### src/rtl/uart_tx_fifo.sv
// UART transmitter (8N1, LSB first) fed by a byte FIFO over a valid/ready interface.
// The line and busy outputs are registered from the state, so they lag the state machine by one cycle.
`timescale 1ns/1ps
module uart_tx_fifo #(
  parameter int unsigned CLK_FREQ   = 200000000,
  parameter int unsigned BAUD_RATE  = 115200,
  parameter int unsigned FIFO_DEPTH = 16
) (
  input  logic                        clk_200MHz,
  input  logic                        rst,
  input  logic [7:0]                  tx_data,
  input  logic                        tx_valid,
  output logic                        tx_ready,
  output logic                        uart_txd,
  output logic                        busy,
  output logic [$clog2(FIFO_DEPTH):0] fifo_count
);

  localparam int unsigned CLKS_PER_BIT = CLK_FREQ / BAUD_RATE;
  localparam int unsigned PW = $clog2(FIFO_DEPTH);
  localparam int unsigned CW = PW + 1;
  localparam int unsigned BW = (CLKS_PER_BIT > 2) ? $clog2(CLKS_PER_BIT) : 1;
  localparam logic [CW-1:0] FULL_COUNT = CW'(FIFO_DEPTH);
  localparam logic [BW-1:0] BAUD_LAST  = BW'(CLKS_PER_BIT - 1);

  localparam logic [1:0] ST_IDLE  = 2'd0;
  localparam logic [1:0] ST_START = 2'd1;
  localparam logic [1:0] ST_DATA  = 2'd2;
  localparam logic [1:0] ST_STOP  = 2'd3;

  generate
    if (CLKS_PER_BIT < 2) begin : g_bad_baud
      $error("uart_tx_fifo: CLK_FREQ/BAUD_RATE must be at least 2");
    end
    if (FIFO_DEPTH < 2 || (FIFO_DEPTH & (FIFO_DEPTH - 1)) != 0) begin : g_bad_depth
      $error("uart_tx_fifo: FIFO_DEPTH must be a power of two, at least 2");
    end
  endgenerate

  logic [7:0]    mem [FIFO_DEPTH];
  logic [PW-1:0] wr_ptr;
  logic [PW-1:0] rd_ptr;
  logic [CW-1:0] count;
  logic [CW-1:0] count_nxt;
  logic [1:0]    state;
  logic [BW-1:0] baud_cnt;
  logic [2:0]    bit_idx;
  logic [7:0]    shift;
  logic          baud_done;
  logic          push;
  logic          pop;
  logic          line_nxt;

  assign baud_done  = (baud_cnt == BAUD_LAST);
  assign push       = tx_valid & tx_ready;
  // Pop from IDLE, or on the STOP completion edge so frames run back-to-back.
  assign pop        = (count != '0) && ((state == ST_IDLE) || ((state == ST_STOP) && baud_done));
  assign fifo_count = count;

  always_comb begin
    count_nxt = count;
    case ({push, pop})
      2'b10:   count_nxt = count + 1'b1;
      2'b01:   count_nxt = count - 1'b1;
      default: count_nxt = count;
    endcase
  end

  always_ff @(posedge clk_200MHz) begin
    if (push) mem[wr_ptr] <= tx_data;
  end

  always_ff @(posedge clk_200MHz or posedge rst) begin
    if (rst) begin
      wr_ptr   <= '0;
      rd_ptr   <= '0;
      count    <= '0;
      tx_ready <= 1'b1;
    end else begin
      if (push) wr_ptr <= wr_ptr + 1'b1;
      if (pop)  rd_ptr <= rd_ptr + 1'b1;
      count    <= count_nxt;
      tx_ready <= (count_nxt != FULL_COUNT);
    end
  end

  always_ff @(posedge clk_200MHz or posedge rst) begin
    if (rst) begin
      state    <= ST_IDLE;
      baud_cnt <= '0;
      bit_idx  <= '0;
      shift    <= '0;
    end else begin
      case (state)
        ST_IDLE: begin
          if (pop) begin
            shift    <= mem[rd_ptr];
            baud_cnt <= '0;
            state    <= ST_START;
          end
        end
        ST_START: begin
          if (baud_done) begin
            baud_cnt <= '0;
            bit_idx  <= '0;
            state    <= ST_DATA;
          end else begin
            baud_cnt <= baud_cnt + 1'b1;
          end
        end
        ST_DATA: begin
          if (baud_done) begin
            baud_cnt <= '0;
            shift    <= {1'b0, shift[7:1]};
            bit_idx  <= bit_idx + 1'b1;
            if (bit_idx == 3'd7) state <= ST_STOP;
          end else begin
            baud_cnt <= baud_cnt + 1'b1;
          end
        end
        ST_STOP: begin
          if (baud_done) begin
            baud_cnt <= '0;
            if (pop) begin
              shift <= mem[rd_ptr];
              state <= ST_START;
            end else begin
              state <= ST_IDLE;
            end
          end else begin
            baud_cnt <= baud_cnt + 1'b1;
          end
        end
        default: state <= ST_IDLE;
      endcase
    end
  end

  always_comb begin
    line_nxt = 1'b1;
    case (state)
      ST_START: line_nxt = 1'b0;
      ST_DATA:  line_nxt = shift[0];
      default:  line_nxt = 1'b1;
    endcase
  end

  always_ff @(posedge clk_200MHz or posedge rst) begin
    if (rst) begin
      uart_txd <= 1'b1;
      busy     <= 1'b0;
    end else begin
      uart_txd <= line_nxt;
      busy     <= (state != ST_IDLE);
    end
  end

endmodule

### config.mk
export PLATFORM = sky130hd
export DESIGN_NAME = uart_tx_fifo
export DESIGN_NICKNAME = d
export VERILOG_FILES = /design/src/rtl/uart_tx_fifo.sv
export SDC_FILE = /design/constraint.sdc
export NUM_CORES = 1
export LEC_CHECK = 0
export BUFFER_PORTS_ARGS = -buffer_cell sky130_fd_sc_hd__buf_2
export CORE_MARGIN = 8
export CORE_UTILIZATION = 40
export DETAILED_ROUTE_END_ITERATION = 12
export SYNTH_ARGS = -nofsm -noshare
export SYNTH_HDL_FRONTEND = slang
export SYNTH_SLANG_ARGS = --single-unit
### constraint.sdc
create_clock -name clk_200MHz -period 3.4 [get_ports clk_200MHz]
set_input_delay 0.34 -clock clk_200MHz [delete_from_list [all_inputs] [get_ports clk_200MHz]]
set_output_delay 0.34 -clock clk_200MHz [all_outputs]
set_load 0.05 [all_outputs]
==> metrics.txt <==
Cell Area, Synth=7200 um^2; first-pass GRT wire length=21300 um; syn_nets=468; vias per cell=5.31; Worst-Margin Slew=1110 ps; Final Max Tran Viols=0; Row Count=approximately 50; FF-to-FF End=fifo_count[4]; final period utilization=0.900; Routed WL=13200 um; gpl congestion=0.779; via count=3736; outcome=finished, final reports clean; Net Switching=roughly 2.4 mW; drt drc=0; clk slew on worst S/H paths=~70 ps; drt pass-1 iters=4; Die Height=150 um; Flop pwr share=0.412; RR Startpoint=baud_cnt[0]; Port Buffers=18; CP Capture Type=register; reg2reg setup slack=340 ps; Worst VDD drop=0.000564 V; Overflow after GRT=0; Startpoint Class=register; Tot GR Track Use=0.125; initial drt markers=237; Tot Pwr=7.02 mW; worst path bufs/invs=1; design area=8100 um^2; setup TNS=0 ps; dpl cells=673; Mean Syn Cell Area=16.4 um^2; combinational share of power=0.329; yosys warns=0; Fin. Hold Viols=0; Sinks on Clock Net=~170; Worst path top cell family by delay=adder cells; CTS max path bufs=2; drt wl/cell=18.8 um; Lkg Pwr=2.98 nW; Initial Utilization=0.404; cells after synthesis=439; htree depth=4; antenna diode instance count=0; clk_lat worst skew=420 ps; layout cell share with drive strength beyond 1=0.221; most frequent cells in the layout=edfxtp_1 (128), dfrtp_1 (37), mux4_2 (26); Finish-stage setup viols=0; clock buffer count from CTS=17; Critical Path, Cell by Cell=ha_1 -> nand4b_4 -> nor4_2 -> o21ai_4 -> inv_1 -> ha_1 -> ha_1 -> a21o_1 -> a21oi_1 -> xnor2_1 -> a21boi_0 -> or2_2; Die ar.=22600 um^2; Cell Count, Final, Fillers Out=704; most common cell after layout, fill and taps aside=edfxtp_1; area grow syn2layout=12.5%; Sw Share=0.343; kind of critical path=reg -> reg; Final Skew=between 10 and 15 ps; cell mode on critical path=ha_1; Pwr Density=867 nW/um^2; post-DP HPWL=8850 um; worst rel slew slack=0.263; final worst path period need=3060 ps; Post-synth EDFFs=128; initial antenna violation count=0; HP Class=in -> async; Ports=19; ys flop type=edfxtp_1; max cap viols=0; Arr. time, crit path=between 3000 and 4000 ps; Yosys reg bits=approximately 170; CP max stage delay=400 ps; DRT antenna net count=0; achievable frequency=roughly 330 MHz; Core Area=17800 um^2; CTS root buffer=clkbuf_16; unrepaired setup endpoints after global routing=false; DIE WIDTH=150 um; Int Pwr=4.61 mW; largest net degree at the start of global routing=35; WP data required=between 3000 and 4000 ps; Clk pwr share=0.259; Nets=492; largest fanout on the critical path=5; Post-synth ARST share=0.238; Yosys cell types=56; CTS tree=built; critical path's slowest cell=dfrtp_1; Seq/Total Area, Yosys=0.673; vias in the first global route=3866; reg2reg path depth=12; post-placement cell area=7530 um^2
-- state kept, by name, indices dropped and copies added (netlist names) --
name,count
baud_cnt,11
bit_idx,3
busy,1
fifo_count,5
mem,128
rd_ptr,4
shift,8
state,2
tx_ready,1
uart_txd,1
wr_ptr,4
-- Yosys cell counts (2+ instances only) --
library cell,number,share of area
ha_1,17,0.030
edfxtp_1,128,0.53
nand2_1,17,0.0089
buf_6,2,0.0031
nor3_1,3,0.0021
a32o_1,2,0.0028
buf_4,4,0.0042
mux2_4,2,0.0042
clkbuf_1,10,0.0052
inv_1,16,0.0083
buf_2,2,0.0014
a221oi_1,8,0.0097
a221o_1,4,0.0056
o31ai_1,5,0.0052
mux2i_1,19,0.026
mux2_2,11,0.017
xnor2_1,10,0.012
nor2_1,14,0.0073
mux4_2,26,0.081
o21ai_0,22,0.015
a21boi_0,2,0.0021
nand2b_1,8,0.0069
dfrtp_1,38,0.13
and2_1,12,0.010
a21oi_1,5,0.0035
nand3_1,9,0.0063
dfstp_2,2,0.0073
nor2b_1,3,0.0026
a21o_1,2,0.0021
and3_1,7,0.0061
a31oi_1,3,0.0026
nor3b_1,2,0.0021
-- per-layer routing --
| metal | track usage | routed length (um) |
|---|---|---|
| met1 | 0.163 | 6080 |
| met2 | 0.203 | 6610 |
| met3 | 0.0301 | 458 |
| met4 | 0.0390 | 101 |
| met5 | 0 | 0 |
-- repair_timing --
action                     CTS  global route
setup buffers                0             0
resized for setup            0             1
setup endpoints to repair    0             2
hold buffers                 0             0
-- stage by stage --
| step | utilization | hold WS (ps) | worst slack [ps] |
|---|---|---|---|
| 6_report | 0.454 | 175 | 338 |
| 5_1_grt | 0.454 | 230 | 85.8 |
| 4_1_cts | 0.454 | 211 | 156 |
| 3_5_place_dp | 0.422 | 497 | 176 |
| 3_3_place_gp | 0.422 | 479 | 223 |
| 2_1_floorplan | - | 439 | 443 |
-- cell type report --
cell class              count  area [um^2]
fillers                  1516         9740
flip-flops and latches    168         4850
multi-input cells         236         2200
clock buffers              18          429
well taps                 229          287
repair buffers             24          148
clock inverters            13          131
inverters                  16         60.1
-- worst max path at each step --
| stage | startpoint | endpoint | slack, ps | cells past startpoint |
|---|---|---|---|---|
| 3_5_place_dp | baud_cnt[0] | fifo_count[4] | 180 | 12 |
| 3_3_place_gp | baud_cnt[0] | fifo_count[4] | 220 | 12 |
| 2_1_floorplan | baud_cnt[0] | fifo_count[4] | 440 | 12 |
| 6_report | baud_cnt[0] | fifo_count[4] | 340 | 12 |
| 4_1_cts | baud_cnt[0] | fifo_count[4] | 160 | 12 |
| 5_1_grt | baud_cnt[0] | fifo_count[4] | 90 | 12 |
-- worst reg2reg max path: cells and delay by family, from the launching register on --
kind | cells | cell delay, ps
adder cells (fa/ha/maj) | 3 | 850
AND/OR/NAND/NOR | 3 | 850
AO/OA/AOI/OAI | 4 | 580
flip-flops | 1 | 400
XOR/XNOR | 1 | 140
buffers and inverters | 1 | 110
-- power by group through the flow --
stage	clock network (mW)	logic [mW]	registers [mW]
floorplan	0	1.76	2.93
global placement	0	2.30	2.92
detailed placement	0	2.34	2.94
CTS	1.86	2.35	2.90
global route	1.93	2.54	2.95
finish	1.82	2.31	2.90
-- cells by family after synthesis --
| family | Yosys count | share of synthesized area |
|---|---|---|
| flops | 168 | 0.673 |
| buf+inv | 35 | 0.0228 |
| simple gates | 85 | 0.0671 |
| fa+ha+maj | 18 | 0.0323 |
| mux | 58 | 0.129 |
| xor+xnor | 11 | 0.0134 |
| compound gates | 64 | 0.0624 |
Power figures use the tool's default switching activity.
